===== src/rtl/ifu_pkg.sv =====
// Shared types and defaults for the instruction fetch unit.
//   ifu_state_e    : fetch control states
//   IFU_ADDR_W     : default ROM address / PC width
//   IFU_DATA_W     : default instruction word width
//   IFU_START_ADDR : default PC after reset and on start
package ifu_pkg;

  localparam int unsigned IFU_ADDR_W     = 6;
  localparam int unsigned IFU_DATA_W     = 32;
  localparam int unsigned IFU_START_ADDR = 0;

  typedef enum logic [1:0] {
    IFU_IDLE   = 2'd0,
    IFU_FETCH  = 2'd1,
    IFU_DRAIN  = 2'd2,
    IFU_HALTED = 2'd3
  } ifu_state_e;

endpackage : ifu_pkg


===== src/rtl/ifu_out_buf.sv =====
// Output stage of the fetch unit: holds fetched words until decode takes them.
// Build option IFU_SKID_EN: when defined, a 2-entry FIFO (head + skid register)
// lets fetch run one word ahead of a stalled consumer; when undefined, a single
// output register is used.
// Ports:
//   clk, rst_n      : clock, synchronous active-low reset
//   push            : write push_data/push_pc (caller only pushes when can_push_c)
//   flush           : discard every held entry (dominates push)
//   out_ready       : consumer accepts head when out_valid & out_ready
//   out_valid/data/pc : head entry, driven straight from flops
//   can_push_c      : a push this cycle will be absorbed
//   drained_c       : buffer will be empty after this cycle with no push
module ifu_out_buf #(
  parameter int unsigned ADDR_W = 6,
  parameter int unsigned DATA_W = 32
) (
  input  logic              clk,
  input  logic              rst_n,
  input  logic              push,
  input  logic [DATA_W-1:0] push_data,
  input  logic [ADDR_W-1:0] push_pc,
  input  logic              flush,
  input  logic              out_ready,
  output logic              out_valid,
  output logic [DATA_W-1:0] out_data,
  output logic [ADDR_W-1:0] out_pc,
  output logic              can_push_c,
  output logic              drained_c
);

`ifdef IFU_SKID_EN

  logic              h_valid_q, h_valid_d;
  logic [DATA_W-1:0] h_data_q,  h_data_d;
  logic [ADDR_W-1:0] h_pc_q,    h_pc_d;
  logic              s_valid_q, s_valid_d;
  logic [DATA_W-1:0] s_data_q,  s_data_d;
  logic [ADDR_W-1:0] s_pc_q,    s_pc_d;
  logic              pop_c;

  assign pop_c      = h_valid_q & out_ready;
  // Full buffer still takes a word when the head leaves the same cycle.
  assign can_push_c = !s_valid_q | out_ready;
  assign drained_c  = !h_valid_q | (!s_valid_q & out_ready);

  // Head/skid update: skid entry always slides into the head on a pop.
  always_comb begin
    h_valid_d = h_valid_q;
    h_data_d  = h_data_q;
    h_pc_d    = h_pc_q;
    s_valid_d = s_valid_q;
    s_data_d  = s_data_q;
    s_pc_d    = s_pc_q;
    if (flush) begin
      h_valid_d = 1'b0;
      s_valid_d = 1'b0;
    end else if (pop_c) begin
      if (s_valid_q) begin
        h_valid_d = 1'b1;
        h_data_d  = s_data_q;
        h_pc_d    = s_pc_q;
        s_valid_d = push;
        if (push) begin
          s_data_d = push_data;
          s_pc_d   = push_pc;
        end
      end else if (push) begin
        h_valid_d = 1'b1;
        h_data_d  = push_data;
        h_pc_d    = push_pc;
      end else begin
        h_valid_d = 1'b0;
      end
    end else if (push) begin
      if (!h_valid_q) begin
        h_valid_d = 1'b1;
        h_data_d  = push_data;
        h_pc_d    = push_pc;
      end else begin
        s_valid_d = 1'b1;
        s_data_d  = push_data;
        s_pc_d    = push_pc;
      end
    end
  end

  always_ff @(posedge clk) begin
    if (!rst_n) begin
      h_valid_q <= 1'b0;
      h_data_q  <= '0;
      h_pc_q    <= '0;
      s_valid_q <= 1'b0;
      s_data_q  <= '0;
      s_pc_q    <= '0;
    end else begin
      h_valid_q <= h_valid_d;
      h_data_q  <= h_data_d;
      h_pc_q    <= h_pc_d;
      s_valid_q <= s_valid_d;
      s_data_q  <= s_data_d;
      s_pc_q    <= s_pc_d;
    end
  end

  assign out_valid = h_valid_q;
  assign out_data  = h_data_q;
  assign out_pc    = h_pc_q;

`else

  logic              valid_q, valid_d;
  logic [DATA_W-1:0] data_q,  data_d;
  logic [ADDR_W-1:0] pc_q,    pc_d;
  logic              pop_c;

  assign pop_c      = valid_q & out_ready;
  assign can_push_c = !valid_q | out_ready;
  assign drained_c  = !valid_q | out_ready;

  // Single register: flush beats push, push beats a plain pop.
  always_comb begin
    valid_d = valid_q;
    data_d  = data_q;
    pc_d    = pc_q;
    if (flush) begin
      valid_d = 1'b0;
    end else if (push) begin
      valid_d = 1'b1;
      data_d  = push_data;
      pc_d    = push_pc;
    end else if (pop_c) begin
      valid_d = 1'b0;
    end
  end

  always_ff @(posedge clk) begin
    if (!rst_n) begin
      valid_q <= 1'b0;
      data_q  <= '0;
      pc_q    <= '0;
    end else begin
      valid_q <= valid_d;
      data_q  <= data_d;
      pc_q    <= pc_d;
    end
  end

  assign out_valid = valid_q;
  assign out_data  = data_q;
  assign out_pc    = pc_q;

`endif

endmodule : ifu_out_buf


===== src/rtl/inst_fetch_unit.sv =====
// Instruction fetch unit: owns the PC, addresses the combinational instruction
// ROM and hands fetched words to decode over valid/ready. Handles jump
// redirects, halt/drain and PC wrap.
// Build option IFU_SKID_EN selects the 2-entry output FIFO in ifu_out_buf.
// Ports:
//   CLK, RST        : clock, synchronous active-low reset
//   start           : leave IDLE/HALTED and restart at START_ADDR
//   halt_req        : stop fetching, finish handing over held words
//   jump_valid/addr : redirect the PC (FETCH only)
//   imem_addr       : ROM address, always equal to the PC
//   imem_data       : ROM word for imem_addr, same cycle
//   inst_valid/ready, inst_data, inst_pc : decode handshake and payload
//   pc_wrap         : one-cycle pulse after the PC rolls over from max to 0
//   fetch_count     : saturating count of words accepted by decode
module inst_fetch_unit
  import ifu_pkg::*;
#(
  parameter int unsigned ADDR_W     = IFU_ADDR_W,
  parameter int unsigned DATA_W     = IFU_DATA_W,
  parameter int unsigned START_ADDR = IFU_START_ADDR
) (
  input  logic              CLK,
  input  logic              RST,
  input  logic              start,
  input  logic              halt_req,
  input  logic              jump_valid,
  input  logic [ADDR_W-1:0] jump_addr,
  output logic [ADDR_W-1:0] imem_addr,
  input  logic [DATA_W-1:0] imem_data,
  output logic              inst_valid,
  input  logic              inst_ready,
  output logic [DATA_W-1:0] inst_data,
  output logic [ADDR_W-1:0] inst_pc,
  output logic              pc_wrap,
  output logic [15:0]       fetch_count
);

  localparam int unsigned       CNT_W    = 16;
  localparam logic [ADDR_W-1:0] PC_MAX   = {ADDR_W{1'b1}};
  localparam logic [ADDR_W-1:0] PC_START = ADDR_W'(START_ADDR);
  localparam logic [CNT_W-1:0]  CNT_MAX  = {CNT_W{1'b1}};

  ifu_state_e        state_q, state_d;
  logic [ADDR_W-1:0] pc_q, pc_d;
  logic              pc_wrap_q, pc_wrap_d;
  logic [CNT_W-1:0]  fetch_count_q, fetch_count_d;

  logic buf_push_c;
  logic buf_flush_c;
  logic buf_can_push_c;
  logic buf_drained_c;
  logic handshake_c;

  assign handshake_c = inst_valid & inst_ready;

  // Control FSM, PC update and acceptance counter.
  always_comb begin
    state_d       = state_q;
    pc_d          = pc_q;
    pc_wrap_d     = 1'b0;
    fetch_count_d = fetch_count_q;
    buf_push_c    = 1'b0;
    buf_flush_c   = 1'b0;

    if (handshake_c && (fetch_count_q != CNT_MAX)) begin
      fetch_count_d = fetch_count_q + CNT_W'(1);
    end

    case (state_q)
      IFU_IDLE, IFU_HALTED: begin
        if (start) begin
          state_d = IFU_FETCH;
          pc_d    = PC_START;
        end
      end
      IFU_FETCH: begin
        // Halt outranks jump; jump outranks a normal load.
        if (halt_req) begin
          state_d = IFU_DRAIN;
        end else if (jump_valid) begin
          pc_d        = jump_addr;
          buf_flush_c = 1'b1;
        end else if (buf_can_push_c) begin
          buf_push_c = 1'b1;
          pc_d       = pc_q + ADDR_W'(1);
          pc_wrap_d  = (pc_q == PC_MAX);
        end
      end
      IFU_DRAIN: begin
        if (buf_drained_c) begin
          state_d = IFU_HALTED;
        end
      end
      default: begin
        state_d = IFU_IDLE;
      end
    endcase
  end

  always_ff @(posedge CLK) begin
    if (!RST) begin
      state_q       <= IFU_IDLE;
      pc_q          <= PC_START;
      pc_wrap_q     <= 1'b0;
      fetch_count_q <= '0;
    end else begin
      state_q       <= state_d;
      pc_q          <= pc_d;
      pc_wrap_q     <= pc_wrap_d;
      fetch_count_q <= fetch_count_d;
    end
  end

  ifu_out_buf #(
    .ADDR_W (ADDR_W),
    .DATA_W (DATA_W)
  ) u_out_buf (
    .clk        (CLK),
    .rst_n      (RST),
    .push       (buf_push_c),
    .push_data  (imem_data),
    .push_pc    (pc_q),
    .flush      (buf_flush_c),
    .out_ready  (inst_ready),
    .out_valid  (inst_valid),
    .out_data   (inst_data),
    .out_pc     (inst_pc),
    .can_push_c (buf_can_push_c),
    .drained_c  (buf_drained_c)
  );

  assign imem_addr   = pc_q;
  assign pc_wrap     = pc_wrap_q;
  assign fetch_count = fetch_count_q;

endmodule : inst_fetch_unit


===== config.mk =====
export PLATFORM = sky130hd
export DESIGN_NAME = inst_fetch_unit
export DESIGN_NICKNAME = d
export VERILOG_FILES = /design/src/rtl/ifu_pkg.sv /design/src/rtl/ifu_out_buf.sv /design/src/rtl/inst_fetch_unit.sv
export SDC_FILE = /design/constraint.sdc
export NUM_CORES = 1
export LEC_CHECK = 0
export ABC_CLOCK_PERIOD_IN_PS = 1800
export CORE_UTILIZATION = 40
export DETAILED_ROUTE_END_ITERATION = 10
export GPL_TIMING_DRIVEN = 1
export PLACE_DENSITY = 0.73
export SLEW_MARGIN = 20
export SYNTH_ARGS = -nofsm -noshare
export SYNTH_HDL_FRONTEND = slang
export SYNTH_HIERARCHICAL = 1
export SYNTH_SLANG_ARGS = --single-unit

===== constraint.sdc =====
create_clock -name CLK -period 1.8 [get_ports CLK]
set_input_delay 0.36 -clock CLK [delete_from_list [all_inputs] [get_ports CLK]]
set_output_delay 0.36 -clock CLK [all_outputs]
set_load 0.02 [all_outputs]

==> impl_results.md <==
- Cts hold-fix bufs: 0
- Initial antenna violation count: 0
- Site row count: 31
- Die Span Y: 88.93 um
- Area grow syn2layout: 46.40%
- Mapped Area: 0.003023 mm^2
- Status: finished clean
- Post-synthesis adder-cell area fraction: 0.02070
- Max incr delay on CP: 590 ps
- Reg2reg start: fetch_count[0]
- Worst-Skew Late Latency: 330 ps
- Fmax: 570.9 MHz
- Main combinational cell family by area after synthesis: simple AND/OR/NAND/NOR gates
- Sw frac: 0.2832
- DP Area: 0.004183 mm^2
- Int Pwr: 2.641 mW
- DR WL/cell: 12.94 um
- Die width: 88.93 um
- Post-CTS Setup Bufs: 0
- Synth unique cells: 42
- Worst hold-check path type: register to register
- Setup Viol. Count Final: 0
- CORE AREA: 0.007292 mm^2
- Grt met2 use: 0.3035
- CP arrival: 1390 ps
- WP data required: 1440 ps
- Starting DRT DRC Count: 84
- Antenna diode count: 0
- Post-synthesis mux area share: 0.1329
- Tcrit/Tclk final: 0.9732
- Synth Area in Simple Gates: 0.2752
- Critical Path Slowest Stage Cell: clkdlybuf4s50_1
- Vias in the first global route: 2,482
- Number of nets with antenna violations after routing: 0
- Clock Path Buffers: 2
- Post-Syn Area per Cell: 8.891 um^2
- H-tree depth: 3
- Period minus WS final: 1752 ps
- Clock network power share: 0.339
- Max-Cap Viols: 0
- Max VDD drop: 0.0003575 V
- Fillers: 680
- Slew headroom: 0.6938
- Register area share after synthesis: 0.4238
- Design Power: 3.684 mW
- Via count: 2,659
- Flop pwr share: 0.427
- Crit Path Class: register to primary output
- Comb pwr share: 0.234
- Post-synthesis compound-gate area fraction: 0.05215
- Unrepaired setup endpoints after global routing: yes
- PortBufs: 105
- Most common cell after layout, fill and taps aside: nand2_1
- Net count after synthesis: 389
- Most frequent cells in the layout: nand2_1 (94), clkdlybuf4s50_1 (90), dfxtp_1 (64), mux2i_1 (39), and2_1 (15)
- Die area: 0.007909 mm^2
- Sum of negative setup slack: 0 ps
- CP Cell Sequence: buf_4 > clkdlybuf4s50_1
- Layout cells sized above 1: 0.09409
- Worst Tran Pin Value: 459.3 ps
- Final wirelength: 7196 um
- Final Instance Area: 0.004425 mm^2
- Hpwl dp: 5231 um
- Clock-pin slew on the worst setup and hold paths: 70 ps
- I/O Pins: 106
- CTS tree: yes
- Hold Startpoint: u_out_buf/out_data[16]
- GRT met3 Usage: 0.03878
- Pre-Repair DR Iteration Count: 6
- Startpoint Class: register
- Pwr Density: 832.5 mW/mm^2
- Routability Congestion: 0.8500
- Clk_skew: 6.978 ps
- R2R Setup Slk: 140 ps
- Gr ovfl total: 0
- Leak: 1.883 nW
- DR DRC count: 0
- Met1 usage: 0.2280
- R2r endpoint: fetch_count[5]
- Yosys warns: 6
- Net Sw Power: 1.043 mW
- CP Max Fanout: 4
- Busiest grt layer: met2
- Largest net degree at the start of global routing: 54
- Initial Util: 0.4146
- Vias per cell: 4.782
- Clock sink count: 64
- Hold path depth: 2
- Overall Global Routing Usage: 0.1837
- First-pass GRT wire length: 11,220 um
- # nets final: 501
- Gate Count Post-Synth: 340
- FF-to-FF path depth: 6
- Register bit count reported by yosys: 64
- Hold Vio Cnt, Final: 0
- XOR/XNOR Fraction of Synth Area: 0.03767
- Slew Viols, Final: 0
- Crit. End Element: primary output
- Num CTS Buffers: 9
- Clock root buffer: clkbuf_8
- Worst Hold End: u_out_buf/out_data[16]
cells in the mapped netlist, drive strengths merged:
| cell | number | area share |
|---|---|---|
| nand2 | 94 | 0.12 |
| dfxtp | 64 | 0.42 |
| mux2i | 39 | 0.13 |
| and2 | 15 | 0.031 |
| buf | 14 | 0.041 |
| o21ai | 12 | 0.020 |
| xor2 | 11 | 0.032 |
| nor2 | 10 | 0.012 |
| inv | 9 | 0.011 |
| nand3 | 9 | 0.017 |
| nand4 | 8 | 0.024 |
| nand2b | 6 | 0.012 |
| nor3 | 6 | 0.013 |
| ha | 5 | 0.021 |
| clkbuf | 4 | 0.0050 |
| nor2b | 4 | 0.011 |
| nor4 | 4 | 0.013 |
| a21boi | 3 | 0.0074 |
| and3 | 3 | 0.0062 |
| a21oi | 2 | 0.0033 |
| a22oi | 2 | 0.0050 |
| nor3b | 2 | 0.0050 |
| nor4b | 2 | 0.0058 |
| o211a | 2 | 0.0066 |
| o31ai | 2 | 0.0050 |
| xnor2 | 2 | 0.0058 |
| a32oi | 1 | 0.0029 |
| and4bb | 1 | 0.0041 |
| mux2 | 1 | 0.0037 |
| o22ai | 1 | 0.0021 |
| or2 | 1 | 0.0021 |
| or3 | 1 | 0.0021 |
repair_timing:
item                                    in CTS  in global routing
gates resized for setup                      6                 12
gates cloned                                 0                  0
endpoints found under the hold margin        0                  0
endpoints found under the setup margin       6                 27
pin swaps                                    0                  1
power groups by stage:
| stage | logic, mW | clock network, mW | registers [mW] |
|---|---|---|---|
| floorplan | 0.466 | 0 | 1.68 |
| global placement | 0.850 | 0 | 1.60 |
| detailed placement | 0.858 | 0 | 1.60 |
| CTS | 0.864 | 1.29 | 1.57 |
| global route | 0.946 | 1.34 | 1.59 |
| finish | 0.861 | 1.25 | 1.57 |
registers in the layout, summed over array words and instances, names as in the netlist:
register / flops
u_out_buf/out_data: 32
u_out_buf/out_valid: 1
fetch_count: 16
pc_wrap: 1
u_out_buf/out_pc: 6
imem_addr: 6
state_q: 2
layout make-up:
type                            instances  area (um^2)  area share
Multi-Input combinational cell        249         1592      0.3596
Sequential cell                        64         1281      0.2895
Timing Repair Buffer                  119         1189      0.2686
Clock buffer                           11        151.4     0.03421
Tap cell                               99        123.9     0.02799
Clock inverter                          5        55.05     0.01244
Inverter                                9        33.78    0.007634
layer usage:
layer  wire length, um  part of all wire
met1              3270              0.45
met2              3315              0.46
met3               503             0.070
met4               107             0.015
met5                 0                 0
stage by stage:
| step | hold WS, ps | setup WS (ps) | instances | utilization |
|---|---|---|---|---|
| 2_1_floorplan | 502.1 | 60.35 | 340 | - |
| 3_3_place_gp | 441.4 | -225.9 | 540 | 0.5736 |
| 3_5_place_dp | 446.0 | -274.9 | 540 | 0.5736 |
| 4_1_cts | 461.0 | 0.1498 | 556 | 0.6009 |
| 5_1_grt | 480.2 | -36.43 | 556 | 0.6069 |
| 6_report | 457.1 | 48.30 | 556 | 0.6069 |
worst max-delay path by stage:
stage,start,endpoint,slack [ps],cells after the start
4_1_cts,fetch_count[11],fetch_count[11],0.1,1
3_5_place_dp,inst_ready,u_out_buf/out_data[4],-270,6
6_report,fetch_count[1],fetch_count[1],50,2
5_1_grt,fetch_count[0],fetch_count[5],-40,6
2_1_floorplan,fetch_count[0],fetch_count[0],60,6
3_3_place_gp,inst_ready,u_out_buf/out_data[1],-230,6
worst max-delay path, delay by kind of cell (launching register included):
family / cells / cell delay [ps]
buffers and inverters: 2 / 720
DFF: 1 / 340
logic make-up (layout without fill, tap and decap cells):
group	count (synthesis)	after routing
and+or+nand+nor	166	166
DFF	64	64
muxes	40	40
buffers and inverters	27	144
AOI/OAI and AO/OA	25	25
xor gates and xnor gates	13	13
adders and majority gates	5	5
Note: power is estimated with default switching activity, not from simulation.
